[config.mk]
export PLATFORM = sky130hd
export DESIGN_NAME = operand_bypass_unit
export DESIGN_NICKNAME = d
export VERILOG_FILES = /design/src/rtl/operand_bypass_unit.sv
export SDC_FILE = /design/constraint.sdc
export NUM_CORES = 1
export LEC_CHECK = 0
export CELL_PAD_IN_SITES_DETAIL_PLACEMENT = 0
export CELL_PAD_IN_SITES_GLOBAL_PLACEMENT = 1
export CORE_MARGIN = 10
export CORE_UTILIZATION = 26
export DETAILED_ROUTE_END_ITERATION = 16
export GPL_ROUTABILITY_DRIVEN = 0
export PLACE_DENSITY_LB_ADDON = 0.1
export SYNTH_ARGS = -nofsm -noshare
export SYNTH_HDL_FRONTEND = slang
export SYNTH_SLANG_ARGS = --single-unit
[constraint.sdc]
create_clock -name clk_i -period 2.84 [get_ports clk_i]
set_input_delay 0.426 -clock clk_i [delete_from_list [all_inputs] [get_ports clk_i]]
set_output_delay 0.426 -clock clk_i [all_outputs]
set_load 0.05 [all_outputs]
[src/rtl/operand_bypass_unit.sv]
// operand_bypass_unit
// Tracks in-flight register writes for DEPTH post-issue stages, forwards the
// youngest matching producer result to each of NUM_SRC source operands, and
// raises stall_o on a load-use hazard. The stall inserts a bubble into the
// tracking pipe. stall_cnt_o counts stall cycles and saturates.
//
// Decode handshake: issue_valid_i is the valid and !stall_o is the ready. An
// instruction leaves decode on a clock edge where advance_i=1,
// issue_valid_i=1, stall_o=0 and flush_i=0. On any other advancing edge the
// pipe takes a bubble in entry 0.
module operand_bypass_unit #(
  parameter int XLEN       = 32,
  parameter int REG_ADDR_W = 5,
  parameter int DEPTH      = 3,
  parameter int NUM_SRC    = 2
) (
  input  logic                          clk_i,
  input  logic                          rst_i,
  input  logic                          advance_i,
  input  logic                          flush_i,
  input  logic                          issue_valid_i,
  input  logic                          issue_we_i,
  input  logic                          issue_late_i,
  input  logic [REG_ADDR_W-1:0]         issue_rd_i,
  input  logic [NUM_SRC-1:0]            src_used_i,
  input  logic [NUM_SRC*REG_ADDR_W-1:0] src_addr_i,
  input  logic [NUM_SRC*XLEN-1:0]       rf_data_i,
  input  logic [DEPTH*XLEN-1:0]         stage_data_i,
  output logic [NUM_SRC*XLEN-1:0]       op_o,
  output logic [NUM_SRC*4-1:0]          sel_o,
  output logic                          stall_o,
  output logic [31:0]                   stall_cnt_o
);

  // Tracking entries: entry 0 is the youngest (EX/MEM).
  logic [DEPTH-1:0]      valid_q, valid_d;
  logic [DEPTH-1:0]      late_q, late_d;
  logic [REG_ADDR_W-1:0] rd_q [DEPTH];
  logic [REG_ADDR_W-1:0] rd_d [DEPTH];
  logic [31:0]           stall_cnt_q, stall_cnt_d;
  logic [NUM_SRC-1:0]    hazard;

  for (genvar s = 0; s < NUM_SRC; s++) begin : g_src
    logic [REG_ADDR_W-1:0] addr;
    logic                  hit;
    logic                  win_avail;
    logic [3:0]            win;
    logic [XLEN-1:0]       win_data;

    assign addr = src_addr_i[s*REG_ADDR_W +: REG_ADDR_W];

    // Scan oldest to youngest so the youngest matching entry is the last writer.
    always_comb begin
      hit       = 1'b0;
      win       = '0;
      win_avail = 1'b1;
      win_data  = '0;
      for (int k = DEPTH - 1; k >= 0; k--) begin
        if (valid_q[k] && (rd_q[k] == addr) && (addr != '0)) begin
          hit       = 1'b1;
          win       = 4'(k);
          win_avail = (k != 0) || !late_q[k];
          win_data  = stage_data_i[k*XLEN +: XLEN];
        end
      end
    end

    assign hazard[s]             = src_used_i[s] && hit && !win_avail;
    assign op_o[s*XLEN +: XLEN]  = (hit && win_avail) ? win_data
                                                      : rf_data_i[s*XLEN +: XLEN];
    assign sel_o[s*4 +: 4]       = hit ? (win + 4'd1) : 4'd0;
  end

  assign stall_o     = issue_valid_i && (|hazard);
  assign stall_cnt_o = stall_cnt_q;

  // Next state: shift the tracking pipe on advance, bubble on stall or flush.
  always_comb begin
    valid_d     = valid_q;
    late_d      = late_q;
    rd_d        = rd_q;
    stall_cnt_d = stall_cnt_q;
    if (advance_i) begin
      for (int k = DEPTH - 1; k >= 1; k--) begin
        valid_d[k] = valid_q[k-1];
        late_d[k]  = late_q[k-1];
        rd_d[k]    = rd_q[k-1];
      end
      valid_d[0] = issue_valid_i && issue_we_i && !stall_o && !flush_i;
      late_d[0]  = issue_late_i;
      rd_d[0]    = issue_rd_i;
      if (stall_o && (stall_cnt_q != 32'hFFFF_FFFF)) begin
        stall_cnt_d = stall_cnt_q + 32'd1;
      end
    end
  end

  // State registers; reset clears validity and the stall counter only.
  always_ff @(posedge clk_i) begin
    if (rst_i) begin
      valid_q     <= '0;
      stall_cnt_q <= '0;
    end else begin
      valid_q     <= valid_d;
      stall_cnt_q <= stall_cnt_d;
    end
    late_q <= late_d;
    rd_q   <= rd_d;
  end

endmodule
== Yosys cells after proc, flatten, opt, wreduce, memory -nomap -nowiden ==
Cells that the tools add are included.

* Register bits: 51
* Output and inout port bits: 105
* Word-level logic and storage cells: 72

* Add/sub/neg operators: 3
* Equality and inequality tests: 7
* Muxes and demuxes: 24
* Reduce and logical (&&, ||, !) cells: 32

{| class="wikitable"
|+ Operators by type and width
! cell !! number
|-
| $mux W32 || 8
|-
| $add A32 B1 Y32 const B || 1
|-
| $ne A32 B32 Y1 const B || 1
|-
| $eq A5 B5 Y1 || 6
|-
| $mux W4 || 6
|-
| $logic_and A1 B1 Y1 || 23
|-
| $reduce_bool A5 Y1 || 2
|-
| $add A4 B1 Y4 const B || 2
|-
| $mux W1 || 8
|-
| $logic_not A1 Y1 || 5
|-
| $mux W2 || 2
|-
| $reduce_and A2 Y1 || 1
|-
| $reduce_or A2 Y1 || 1
|}

== Logic depth before layout (Yosys ltp) ==
Gate-level depths: netlist of run 1.

* Word-level depth: 13
* Mapped depth: 10
* Gate-level depth less buffers: 7

== Worst setup path after synthesis of run 1 ==
Ideal clock, no wire load.

* Path kind: input to output
* Start point: input src_addr_i[5]
* End point: output op_o[35]
* Arrival: 3.168 ns
* Data required time: 2.414 ns
* Path slack: -0.754 ns
* Stages: 7
* Cells stage by stage: clkbuf_1 xnor2_1 nand2_1 nor4b_1 o31ai_4 buf_4 o31ai_1

* Word-level cells in the longest chain between the ends: 8
* Elaborated cells on any way between the ends: 19

{| class="wikitable"
|+ Ends and longest elaborated chain
! item !! line !! RTL
|-
| from (decl) || 26 || <nowiki>input logic [NUM_SRC*REG_ADDR_W-1:0] src_addr_i,</nowiki>
|-
| $eq A5 B5 Y1 || 59 || <nowiki>if (valid_q[k] && (rd_q[k] == addr) && (addr != '0)) begin</nowiki>
|-
| $logic_and A1 B1 Y1 (2 in a row) || 59 ||
|-
| $mux W1 (3 in a row) || 59 ||
|-
| $logic_and A1 B1 Y1 || 69 || <nowiki>assign op_o[s*XLEN +: XLEN] = (hit && win_avail) ? win_data</nowiki>
|-
| $mux W32 * || 69 ||
|-
| to (decl) || 29 || <nowiki>output logic [NUM_SRC*XLEN-1:0] op_o,</nowiki>
|}

Every way passes the cells marked *; elsewhere a longest branch is shown, timed or not.

== Worst setup path after layout of run 1 ==
* Start point: register rd_q[2] in the netlist's numbering
* End point: output op_o[18]

* Word-level cells in the longest chain between the ends: 8
* Elaborated cells on any way between the ends: 11

{| class="wikitable"
|+ Ends and longest elaborated chain
! item !! line !! RTL
|-
| from (decl) || 38 || <nowiki>logic [REG_ADDR_W-1:0] rd_q [DEPTH];</nowiki>
|-
| from (signal assigned) || 108 || <nowiki>rd_q <= rd_d;</nowiki>
|-
| $eq A5 B5 Y1 * || 59 ||
|-
| $logic_and A1 B1 Y1 * (2 in a row) || 59 ||
|-
| $mux W1 (3 in a row) || 59 ||
|-
| $logic_and A1 B1 Y1 || 69 ||
|-
| $mux W32 * || 69 ||
|}

Marked as above.

==> results.yml, run 1 <==
die:
  dieArea_mm2: 0.02500
  die_w_um: 158.1
  initial_core_util: 0.2652
  std_cell_rows: 50
  io_pins: 289
  coreArea_mm2: 0.01871
  die_h_um: 158.1
pwr:
  peakVddDrop_uv: 380.3
  p_leak_nw: 4.250
  powerDensity_mw_per_mm2: 211.3
clock_tree:
  cts_buffer_depth: 2
  holdBufCountCts: 0
  cts-root-buf: "clkbuf_16"
  cts_buffers: 5
  numClockSinks: 51
  insertion_delay_ns: 0.30
  cts-htree-levels: 2
  cts_tree: "yes"
  path_clk_slew_ns: 0.07
placement:
  post_dp_cell_area_mm2: 0.01021
  hpwl_um: 21200
  io_buffer_count: 286
worst_setup_path:
  crit_chain: "xnor2_2, nand3_1, buf_4, or4_4, a31o_4, buf_12, buf_16, o31ai_4, buf_12"
  startpoint: "rd_q[2]"
  critPathCapture: "op_o[18]"
  reg2reg_from: "rd_q[14]"
  critPathLaunchType: "register"
  crit_arrival_ns: 2.71
  critPathKind: "reg2out"
  cp_max_fo: 8
  critPathSlowestCell: "edfxtp_1"
  crit_required_ns: 2.41
  worst-r2r-cell-count: 8
  worstSetupEndpointType: "output pin"
  timing.rr.end: "stall_cnt_o[30]"
  rrSetupSlack_ns: 0.32
  cpPeakStageDelay_ns: 0.45
  crit_top_cell: "buf_12"
finish:
  fin_area_mm2: 0.01162
  area_growth_pct: 134.2
  layout-drive-gt1-share: 0.3516
  finalNetCount: 1301
timing:
  rsz0062_at_grt: "yes"
  finalHoldViolations: 0
  clock_skew_ns: 0.01029
  period_minus_slack_ns: 3.133
  slew_headroom: 0.5285
  layout_setup_ws_ns: -0.2930
  fmax_mhz: 319.2
  report.final.setup_viol: 68
  fin_crit_sh: 1.103
  worst_pin_slew_ns: 0.7072
  maxSlewViolCount: 0
  fin_hold_ws_ns: 0.5022
global_routing:
  antenna_found_initial: 5
  grt_pass1_wl_um: 43990
  gr-total-overflow: 0
  grt_busiest_layer: "met2"
  grt_max_degree: 66
  grt_use_met3: 0.04966
  met2_usage: 0.3976
  grt_pass1_vias: 7144
  grt_usage: 0.2269
  met1_usage: 0.2754
logic_synthesis:
  syn_area_mm2: 0.004960
  seq_area_frac_synth: 0.2381
  synth-seq-cells: 51
  synth_edf_count: 16
  synth_top_area_frac: 0.1413
  syn_inst: 727
  yosys.area.top_type: "dfxtp_1"
  yosys_warnings: 0
  synth_area_per_cell_um2: 6.822
  synth_cell_type_count: 49
  synthArstFlopShare: 0
  synth_area_leaders: "dfxtp_1, o31ai_1, edfxtp_1"
  yosysMostFrequentCell: "nand2_1"
  ys_top_cells_by_count: "nand2_1, nor2_1, o21ai_0, o31ai_1, a31oi_1"
  synthFlopType: "dfxtp_1"
drt:
  dr.first_iter.drc_count: 441
  viasPerCell: 5.358
  vias: 7249
  wl_per_cell_um: 22.31
  drc: 0
  wl_um: 30180
  dr.pass1.iters: 4
  postRouteAntennaNets: 0
run_status:
  violations: "negative setup slack"
  outcome: "finished with violations"
min_path:
  min_path_type: "reg2reg"
run:
  max-cap-violations: 0
==> area by class of cell <==
| cell class | count | area [um2] |
|---|---|---|
| Timing Repair Buffer | 446 | 5253 |
| Fill cell | 1558 | 7089 |
| Tap cell | 234 | 292.8 |
| Antenna cell | 4 | 10.01 |
| Sequential cell | 51 | 1182 |
| Multi-Input combinational cell | 602 | 4701 |
| Inverter | 8 | 30.03 |
| Clock buffer | 5 | 125.1 |
| Clock inverter | 3 | 22.52 |
==> state kept, by name, summed over array words and instances, names as in the netlist <==
name,flops
rd_q,15
valid_q,3
stall_cnt_o,32
late_q,1
==> report_power, final <==
group          internal (W)  switching (W)  leakage (nW)
registers          0.000771      0.0000218         0.439
clock network      0.000332       0.000289        0.0746
logic              0.000565       0.000476          3.74
==> cell usage in the layout (no fill, tap or decap), types with 7 or more instances in the layout <==
cell type	netlist	final
clkdlybuf4s50_1	0	205
buf_4	4	105
nand2_1	115	93
buf_12	0	80
nor2_1	84	79
o31ai_4	1	65
a31oi_1	64	61
o21ai_0	83	60
dfxtp_1	35	34
buf_6	6	32
a21oi_1	26	25
xnor2_1	25	19
or3_1	21	19
nand3_1	17	16
edfxtp_1	16	16
nand4_1	14	14
o21ai_1	1	14
nand2_2	0	12
buf_16	0	12
nand2_4	0	10
o21ai_2	0	9
inv_1	8	8
or4_1	12	7
==> metal layers <==
metal | share of wire | vias up
met4 | 0.020 | 4
met2 | 0.50 | 241
met5 | 0.0010 | -
met1 | 0.41 | 3494
met3 | 0.065 | 36
li1 | - | 3474
==> cell families after synthesis <==
logic type,count (synthesis),synth area share
and+or+nand+nor,305,0.2878
AOI/OAI and AO/OA,253,0.3189
buffers and inverters,76,0.07618
DFF,51,0.2381
xor gates and xnor gates,31,0.05474
muxes,7,0.01589
adders and majority gates,3,0.007569
other,1,0.0007561
==> repair_timing <==
action	4_1_cts	5_1_grt
cloned	15	1
pin swaps	38	24
resized for setup	152	45
buffers inserted	29	6
endpoints found under the setup margin	71	70
==> worst max-delay path, delay by kind of cell, from the launching register on <==
family / cells / cell delay (ns)
AOI/OAI and AO/OA: 2 / 0.57
buffers and inverters: 4 / 0.64
DFF: 1 / 0.45
and+or+nand+nor: 2 / 0.58
xor gates and xnor gates: 1 / 0.17
==> per-stage QoR <==
stage	instances	setup TNS (ns)	power [W]	utilization	setup WS [ns]
after global routing	1351	-21.37	0.002545	0.6207	-0.4027
after floorplan	728	-6.516	0.001194	-	-0.2076
after global placement	1295	-34.49	0.001757	0.5461	-0.5051
final	1353	-14.03	0.002454	0.6210	-0.2930
after detailed placement	1295	-36.40	0.001763	0.5461	-0.5707
after CTS	1346	-10.39	0.002454	0.6107	-0.2116
==> worst min-delay path by stage <==
stage | startpoint | endpoint | slack, ns | depth (start not counted)
2_1_floorplan | rd_q[9] | rd_q[4] | 0.49 | 0
3_3_place_gp | stall_cnt_o[14] | stall_cnt_o[14] | 0.48 | 2
3_5_place_dp | stall_cnt_o[23] | stall_cnt_o[23] | 0.49 | 2
4_1_cts | stall_cnt_o[23] | stall_cnt_o[23] | 0.50 | 2
5_1_grt | rd_q[8] | rd_q[3] | 0.53 | 0
6_report | stall_cnt_o[23] | stall_cnt_o[23] | 0.50 | 2
(Power assumes the default switching activity.)
==> inputs of run 2 (changes only) <==
--- a/config.mk
+++ b/config.mk
@@ -9,6 +9,7 @@
 export CELL_PAD_IN_SITES_GLOBAL_PLACEMENT = 1
 export CORE_MARGIN = 10
 export CORE_UTILIZATION = 26
+export CTS_BUF_LIST = sky130_fd_sc_hd__clkbuf_8
 export DETAILED_ROUTE_END_ITERATION = 16
 export GPL_ROUTABILITY_DRIVEN = 0
 export PLACE_DENSITY_LB_ADDON = 0.1
==> results.yml, run 2 (same netlist as run 1, synthesis figures left out) <==
die:
  std_cell_rows: 50
  coreArea_mm2: 0.01871
  die_h_um: 158.1
  die_w_um: 158.1
  dieArea_mm2: 0.02500
  io_pins: 289
  initial_core_util: 0.2652
timing:
  worst_pin_slew_ns: 0.6884
  maxSlewViolCount: 0
  fmax_mhz: 314.1
  fin_crit_sh: 1.121
  layout_setup_ws_ns: -0.3440
  tns_ns: -14.88
  report.final.setup_viol: 68
  period_minus_slack_ns: 3.184
  finalHoldViolations: 0
  slew_headroom: 0.5411
  clock_skew_ns: 0.01553
  fin_hold_ws_ns: 0.5071
  rsz0062_at_grt: "yes"
global_routing:
  antenna_found_initial: 3
  grt_max_degree: 66
  grt_pass1_wl_um: 43800
  grt_pass1_vias: 7159
  grt_usage: 0.2257
  gr-total-overflow: 0
worst_setup_path:
  critPathKind: "reg2out"
  cpPeakStageDelay_ns: 0.56
  worst-r2r-cell-count: 8
  cp_num_buf_inv: 3
  critPathSlowestCell: "or4_4"
  crit_family: "simple AND/OR/NAND/NOR gates"
  crit_top_cell: "buf_6"
  worstSetupEndpointType: "output pin"
  crit_required_ns: 2.41
  crit_arrival_ns: 2.76
  crit_chain: "xnor2_1, nand3_2, or4_4, a31o_4, buf_6, buf_6, o31ai_4, buf_12"
  path_depth: 8
  cp_max_fo: 5
  critPathLaunchType: "register"
pwr:
  peakVddDrop_uv: 236.5
  p_leak_nw: 4.223
  powerDensity_mw_per_mm2: 197.5
finish:
  fin_area_mm2: 0.01154
  finalNetCount: 1299
  layout_commonest_cell: "clkdlybuf4s50_1"
  final_cell_mix: "clkdlybuf4s50_1, buf_4, nand2_1, buf_12, nor2_1"
  layout-drive-gt1-share: 0.3504
  largest_register_ffs: 32
  area_growth_pct: 132.8
  post-route-util: 0.6172
clock_tree:
  cts_buffers: 5
  cts_buffer_depth: 2
  path_clk_slew_ns: 0.10
  numClockSinks: 51
  cts-root-buf: "clkbuf_8"
  insertion_delay_ns: 0.32
  cts_tree: "yes"
  cts-htree-levels: 2
min_path:
  min_path_type: "reg2reg"
  whs_path_depth: 2
run_status:
  outcome: "finished with violations"
  violations: "negative setup slack"
placement:
  hpwl_um: 21200
  pre_cts_ws_ns: -0.5707
  io_buffer_count: 286
  post_dp_cell_area_mm2: 0.01021
drt:
  dr.pass1.iters: 4
  wl_per_cell_um: 22.30
  vias: 7232
  drc: 0
  dr.first_iter.drc_count: 403
  postRouteAntennaNets: 0
  viasPerCell: 5.353
  wl_um: 30120
run:
  max-cap-violations: 0
## run 2: layout make-up
class                   instances  area (um2)
diodes                          4       10.01
fillers                      1564        7161
clock inverters                 3       22.52
multi-input cells             602        4662
inverters                       8       30.03
well taps                     234       292.8
flip-flops and latches         51        1182
repair buffers                444        5276
clock buffers                   5       68.82
## run 2: routing by layer
layer / global-route usage / vias up / wire [um]
met2: 0.3980 / 258 / 15350
met3: 0.04640 / 33 / 2089
met5: 0 / - / 0
li1: - / 3475 / -
met1: 0.2737 / 3466 / 12130
met4: 0.05293 / 0 / 544
## run 2: path summary, 6_finish.rpt
| kind | startpoint | endpoint | slack [ns] |
|---|---|---|---|
| min | stall_cnt_o[23] | stall_cnt_o[23] | 0.51 |
| max reg2reg | stall_cnt_o[0] | stall_cnt_o[22] | 0.33 |
| max | rd_q[3] | op_o[0] | -0.34 |
| min reg2reg | stall_cnt_o[23] | stall_cnt_o[23] | 0.51 |
## run 2: tightest hold or removal path, delay by kind of cell, from the launching register on
kind	cells	cell delay (ns)
compound gates	2	0.13
flops	1	0.35
## run 2: power by group
group | leakage [nW] | internal, W | switching (W)
sequential | 0.439 | 0.000771 | 0.0000216
combinational | 3.74 | 0.000564 | 0.000475
clock | 0.0489 | 0.000179 | 0.000270
## run 2: what timing repair did
item / CTS / global route
resized for setup: 143 / 71
buffers inserted: 26 / 8
hold buffers: 0 / 0
pin swaps: 42 / 29
gates cloned: 15 / 3
setup endpoints to repair: 71 / 70
## run 2: metrics by stage
stage | total power [W] | cells
floorplan | 0.001194 | 728
global placement | 0.001757 | 1295
detailed placement | 0.001763 | 1295
CTS | 0.002281 | 1340
global route | 0.002374 | 1349
finish | 0.002280 | 1351
==> RTL edit 1: new RTL, config.mk and constraints of run 2 <==
The parameter `NUM_SRC` goes from 2 to 1.
--- a/src/rtl/operand_bypass_unit.sv
+++ b/src/rtl/operand_bypass_unit.sv
@@ -12,7 +12,7 @@
   parameter int XLEN       = 32,
   parameter int REG_ADDR_W = 5,
   parameter int DEPTH      = 3,
-  parameter int NUM_SRC    = 2
+  parameter int NUM_SRC    = 1
 ) (
   input  logic                          clk_i,
   input  logic                          rst_i,
Interface: changed (5 resized); port bits go from 289 to 215. The function was not compared with the original's and may differ.
==> RTL edit 1 against run 2 <==
First-iteration DRC count decreased by 66%. Critical endpoint is now op_o[17]. Synthesized area decreased by 28%. Setup slack improved by 0.29 ns. Final area decreased by 35%. Fmax increased by 10%. Total power decreased by 22%. Routed wire length decreased by 40%. The run still ends with setup timing left. Sequential cell count unchanged. Via count decreased by 40%.
==> RTL edit 1: results (changes against run 2) <==
----------------------------------------------------
[Timing]
  Setup Skew ... 0.01285 ns (was 0.01553 ns)
  Worst relative slew slack ... 29.98% (was 54.11%)
  Post-route worst setup slack ... -0.05559 ns (was -0.3440 ns)
  Sum Neg Setup Slack ... -0.1279 ns (was -14.88 ns)
  Number of setup violations in the final report ... 8 (was 68)
  Worst hold slack ... 0.4747 ns (was 0.5071 ns)

[GRT]
  Overall Global Routing Usage ... 17.59% (was 22.57%)
  Global-route track usage on met3 ... 4.625% (was 4.640%)
  Antenna violations before repair ... 1 (was 3)
  Met2 usage ... 29.87% (was 39.80%)
  Wire length of the first global-routing pass ... 26320 µm (was 43800 µm)
  Met1 Usage GRT ... 21.83% (was 27.37%)
  Pin count of the biggest net entering global routing ... 24 (was 66)
  Via count of the first global-routing pass ... 4506 (was 7159)

[Min path]
  Hold worst-path end ... rd_q[4] (was stall_cnt_o[23])
  Worst hold path stage count ... 0 (was 2)
  Hold Startpoint ... rd_q[9] (was stall_cnt_o[23])

[Synthesis]
  Top post-synthesis cells by area ... sky130_fd_sc_hd__dfxtp_1, sky130_fd_sc_hd__edfxtp_1, sky130_fd_sc_hd__xor2_1, sky130_fd_sc_hd__nor2_1, sky130_fd_sc_hd__a21o_1 (was sky130_fd_sc_hd__dfxtp_1, sky130_fd_sc_hd__o31ai_1, sky130_fd_sc_hd__edfxtp_1, sky130_fd_sc_hd__nand2_1, sky130_fd_sc_hd__o21ai_0)
  Post-synthesis async set-or-reset flop share ... 0% (unchanged)
  Portion of the post-synthesis area used by sequential elements ... 33.09% (was 23.81%)
  Post-synthesis cell count ... 440 (was 727)

[Detailed routing]
  Length of routed wiring on met1 ... 7507 µm (was 12130 µm)
  WL met3 ... 1249 µm (was 2089 µm)
  Number of DRC violations after detailed-routing iteration 0 ... 136 (was 403)
  Via count ... 4368 (was 7232)
  Sum of met2 wire segment lengths after detailed routing ... 8904 µm (was 15350 µm)
  Detailed-route wire length ... 18030 µm (was 30120 µm)

[Critical path]
  Beginning of the worst register-to-register path ... rd_q[12] (was stall_cnt_o[0])
  Path depth of the worst reg2reg path ... 9 (was 8)
  Endpoint of the lowest-slack register-to-register path ... stall_cnt_o[12] (was stall_cnt_o[22])
  Worst setup slack for register-to-register paths ... 0.23 ns (was 0.33 ns)
  Crit path arrival time ... 2.47 ns (was 2.76 ns)

[Power]
  IR Drop Worst-Case VDD ... 0.2834 mV (was 0.2365 mV)

[Outcome]
  Result of the run ... finished, violations left (unchanged)
  Violations in the final reports ... setup timing (unchanged)

[Placement]
  Post-placement setup slack ... -0.5880 ns (was -0.5707 ns)
  Placed Cells incl. Taps ... 839 (was 1295)
  Placed wire-length estimate ... 13690 µm (was 21200 µm)

[Finish]
  Share of layout cells above drive strength 1 ... 30.75% (was 35.04%)
  Final-layout fill cell count ... 1201 (was 1564)

[Clock network]
  Postcts setup bufs ... 10 (was 26)

----------------------------------------------------
## RTL edit 1: logic make-up after synthesis
group                    after synthesis  share of synthesized area [%]
flip-flops                            51                          33.09
adder cells (fa/ha/maj)                2                         0.7009
multiplexers                           2                         0.5608
AND/OR/NAND/NOR                      196                          28.74
other                                  1                         0.1051
buffers and inverters                 40                          5.678
XOR/XNOR                              42                          10.30
AO/OA/AOI/OAI                        106                          20.82
## RTL edit 1: worst register-to-register path, delay by kind of cell (launching register included)
kind	cells	cell delay [ns]
DFF	1	0.42
xor gates and xnor gates	2	0.38
buffers and inverters	3	0.45
and+or+nand+nor	3	1.05
AOI/OAI and AO/OA	1	0.22
## RTL edit 1: how the worst max path moves through the flow
stage                     endpoint     startpoint  cells past startpoint  slack [ns]
after floorplan           op_o[30]  src_addr_i[1]                      6       -0.12
after global placement     op_o[3]  src_addr_i[4]                     10       -0.63
after detailed placement   op_o[3]  src_addr_i[4]                     10       -0.59
after CTS                 op_o[14]  src_addr_i[1]                     11       -0.01
after global routing      op_o[17]       rd_q[11]                      9       -0.11
final                     op_o[17]  src_addr_i[3]                     10       -0.06
## RTL edit 1: layout make-up
| cell class | count | area, µm² | share of cell area, % |
|---|---|---|---|
| diodes | 3 | 7.507 | 0.1001 |
| clock buffers | 6 | 82.58 | 1.101 |
| clock inverters | 2 | 15.01 | 0.2001 |
| inverters | 4 | 15.01 | 0.2001 |
| multi-input cells | 350 | 2723 | 36.29 |
| flip-flops and latches | 51 | 1181 | 15.74 |
| well taps | 176 | 220.2 | 2.935 |
| repair buffers | 283 | 3258 | 43.43 |
## RTL edit 1: where the power goes
group / switching [µW] / internal, µW
clock network: 257 / 200
logic: 214 / 314
registers: 11.9 / 771
==> RTL edit 2: new RTL, config.mk and constraints of run 2 <==
Without the edit above. Put one more register stage on the output `stall_cnt_o`. The value now appears one clock later. The other outputs are not delayed to match. Comments in the files are not updated.
--- a/src/rtl/operand_bypass_unit.sv
+++ b/src/rtl/operand_bypass_unit.sv
@@ -72,7 +72,9 @@
   end
 
   assign stall_o     = issue_valid_i && (|hazard);
-  assign stall_cnt_o = stall_cnt_q;
+  always_ff @(posedge clk_i) begin
+    stall_cnt_o <= stall_cnt_q;
+  end
 
   // Next state: shift the tracking pipe on advance, bubble on stall or flush.
   always_comb begin
Check against the original RTL: not equivalent (Yosys sat finds a counterexample within 4 cycles, from zero or initial values and one cycle with rst_i high).
==> RTL edit 2 against run 2 <==
The flow still finishes with violations (setup timing). Total power grew 51%. Global-route usage fell by 1.0 points. Core utilization is 1.3 points higher. Synthesized area rose by 20%. Setup slack gained 0.058 ns. Critical path type unchanged. Synthesized cell count grew 2.3%. Final area grew 23%. Routed wire length up 15%. Largest cell class is now multi-input gates. Sequential cell count up 32.
==> RTL edit 2: results (changes against run 2) <==
----------------------------------------------------
[Power]
  IR Drop Worst-Case VDD ... 0.2682 mV (was 0.2365 mV)
  Lkg Pwr ... 0.005260 µW (was 0.004223 µW)

[Outcome]
  Result of the run ... finished, violations left (unchanged)
  Violations in the final reports ... setup timing (unchanged)

[Timing]
  Worst relative slew slack ... 60.35% (was 54.11%)
  Post-route worst setup slack ... -0.2855 ns (was -0.3440 ns)
  Number of setup violations in the final report ... 68 (unchanged)
  Sum Neg Setup Slack ... -13.61 ns (was -14.88 ns)
  Setup Skew ... 0.01589 ns (was 0.01553 ns)

[Clock network]
  Number of H-tree levels ... 3 (was 2)
  Maximum clock insertion buffer count ... 2 (unchanged)
  Clock insertion delay at the later pin of the skew report ... 0.37 ns (was 0.32 ns)
  Number of clock buffers inserted by TritonCTS ... 9 (was 5)
  Root Driver ... sky130_fd_sc_hd__clkbuf_8 (unchanged)

[Synthesis]
  Top post-synthesis cells by area ... sky130_fd_sc_hd__dfxtp_1, sky130_fd_sc_hd__o31ai_1, sky130_fd_sc_hd__edfxtp_1, sky130_fd_sc_hd__a221oi_1, sky130_fd_sc_hd__nor2_1 (was sky130_fd_sc_hd__dfxtp_1, sky130_fd_sc_hd__o31ai_1, sky130_fd_sc_hd__edfxtp_1, sky130_fd_sc_hd__nand2_1, sky130_fd_sc_hd__o21ai_0)
  Commonest cells in the synthesized netlist ... sky130_fd_sc_hd__nor2_1, sky130_fd_sc_hd__nand2_1, sky130_fd_sc_hd__o31ai_1 (was sky130_fd_sc_hd__nand2_1, sky130_fd_sc_hd__nor2_1, sky130_fd_sc_hd__o21ai_0)
  Number of distinct standard cells referenced by the synthesized netlist ... 54 (was 49)
  Number of warning messages in the yosys log ... 0 (unchanged)
  Portion of the post-synthesis area used by sequential elements ... 30.62% (was 23.81%)

[Finish]
  Final net count ... 1349 (was 1299)
  Final-layout fill cell count ... 1849 (was 1564)
  Share of layout cells above drive strength 1 ... 46.27% (was 35.04%)
  Post-Route Utilization ... 63.00% (was 61.72%)

[GRT]
  Wire length of the first global-routing pass ... 48650 µm (was 43800 µm)
  Overall Global Routing Usage ... 21.54% (was 22.57%)
  Pin count of the biggest net entering global routing ... 50 (was 66)
  Via count of the first global-routing pass ... 7645 (was 7159)
  Antenna violations before repair ... 7 (was 3)

[Detailed routing]
  Detailed-route wire length ... 34570 µm (was 30120 µm)
  Via count ... 7700 (was 7232)
  Number of iterations in the first detailed-routing pass ... 5 (was 4)
  Number of DRC violations after detailed-routing iteration 0 ... 337 (was 403)

[Critical path]
  Critical Path Max Stage Delay ... 0.48 ns (was 0.56 ns)
  Crit path arrival time ... 2.70 ns (was 2.76 ns)
  Critical Path Fanout Max ... 6 (was 5)
  Library cell contributing the largest single delay on the critical path ... sky130_fd_sc_hd__edfxtp_1 (was sky130_fd_sc_hd__or4_4)

[Placement]
  Placed wire-length estimate ... 23680 µm (was 21200 µm)
  Placed inst area ... 11250 µm² (was 10210 µm²)

----------------------------------------------------
## RTL edit 2: path summary, 6_finish.rpt
kind | from | to | slack (ns) | depth (start not counted)
min | stall_cnt_q[31] | stall_cnt_o[31] | 0.39 | 0
max reg2reg | rd_q[10] | stall_cnt_q[13] | 0.17 | 10
min reg2reg | stall_cnt_q[31] | stall_cnt_o[31] | 0.39 | 0
max | rd_q[7] | op_o[22] | -0.29 | 12
## RTL edit 2: critical path, delay by kind of cell (launching register included)
family | cells | cell delay (ns)
AND/OR/NAND/NOR | 3 | 0.37
flip-flops | 1 | 0.48
XOR/XNOR | 1 | 0.14
AO/OA/AOI/OAI | 2 | 0.45
buffers and inverters | 6 | 0.89
## RTL edit 2: repair_timing
action | CTS | global route
resized for setup | 308 | 91
hold buffers | 0 | 0
gates cloned | 14 | 5
buffers inserted | 40 | 28
endpoints found under the setup margin | 71 | 70
hold endpoints to repair | 0 | 0
pin swaps | 117 | 59
## RTL edit 2: cell families (layout without fill, tap and decap cells)
kind of cell | after synthesis | in the layout | synth area share, %
simple gates | 350 | 350 | 29.95
compound gates | 189 | 189 | 24.56
flops | 83 | 83 | 30.62
buf+inv | 72 | 494 | 6.730
xor+xnor | 30 | 30 | 4.416
mux | 16 | 16 | 3.028
fa+ha+maj | 3 | 3 | 0.6310
other cells | 1 | 10 | 0.06303
## RTL edit 2: layout make-up
cell class / count / share of cell area, %
multi-input combinational: 590 / 42.00
timing repair buffer: 470 / 40.86
sequential: 83 / 12.82
tap: 285 / 2.508
clock buffer: 9 / 0.8711
clock inverter: 7 / 0.5895
inverter: 8 / 0.2112
antenna: 8 / 0.1408
## RTL edit 2: routing by layer
| layer | part of all wire [%] | GRT usage, % |
|---|---|---|
| met5 | 0 | 0 |
| met4 | 2.2 | 6.465 |
| met3 | 6.0 | 5.340 |
| met2 | 51 | 37.06 |
| met1 | 40 | 25.84 |
## RTL edit 2: power by group
group	internal (µW)	leakage [µW]	total (µW)	switching (µW)
logic	703	0.00446	1280	576
registers	1220	0.000696	1240	19.3
clock network	425	0.000108	918	493
## RTL edit 2: through the flow
stage,std cells,worst slack [ns]
after floorplan,745,-0.2070
after global placement,1364,-0.7410
after detailed placement,1364,-0.7746
after CTS,1431,-0.2501
after global routing,1457,-0.3893
final,1460,-0.2855
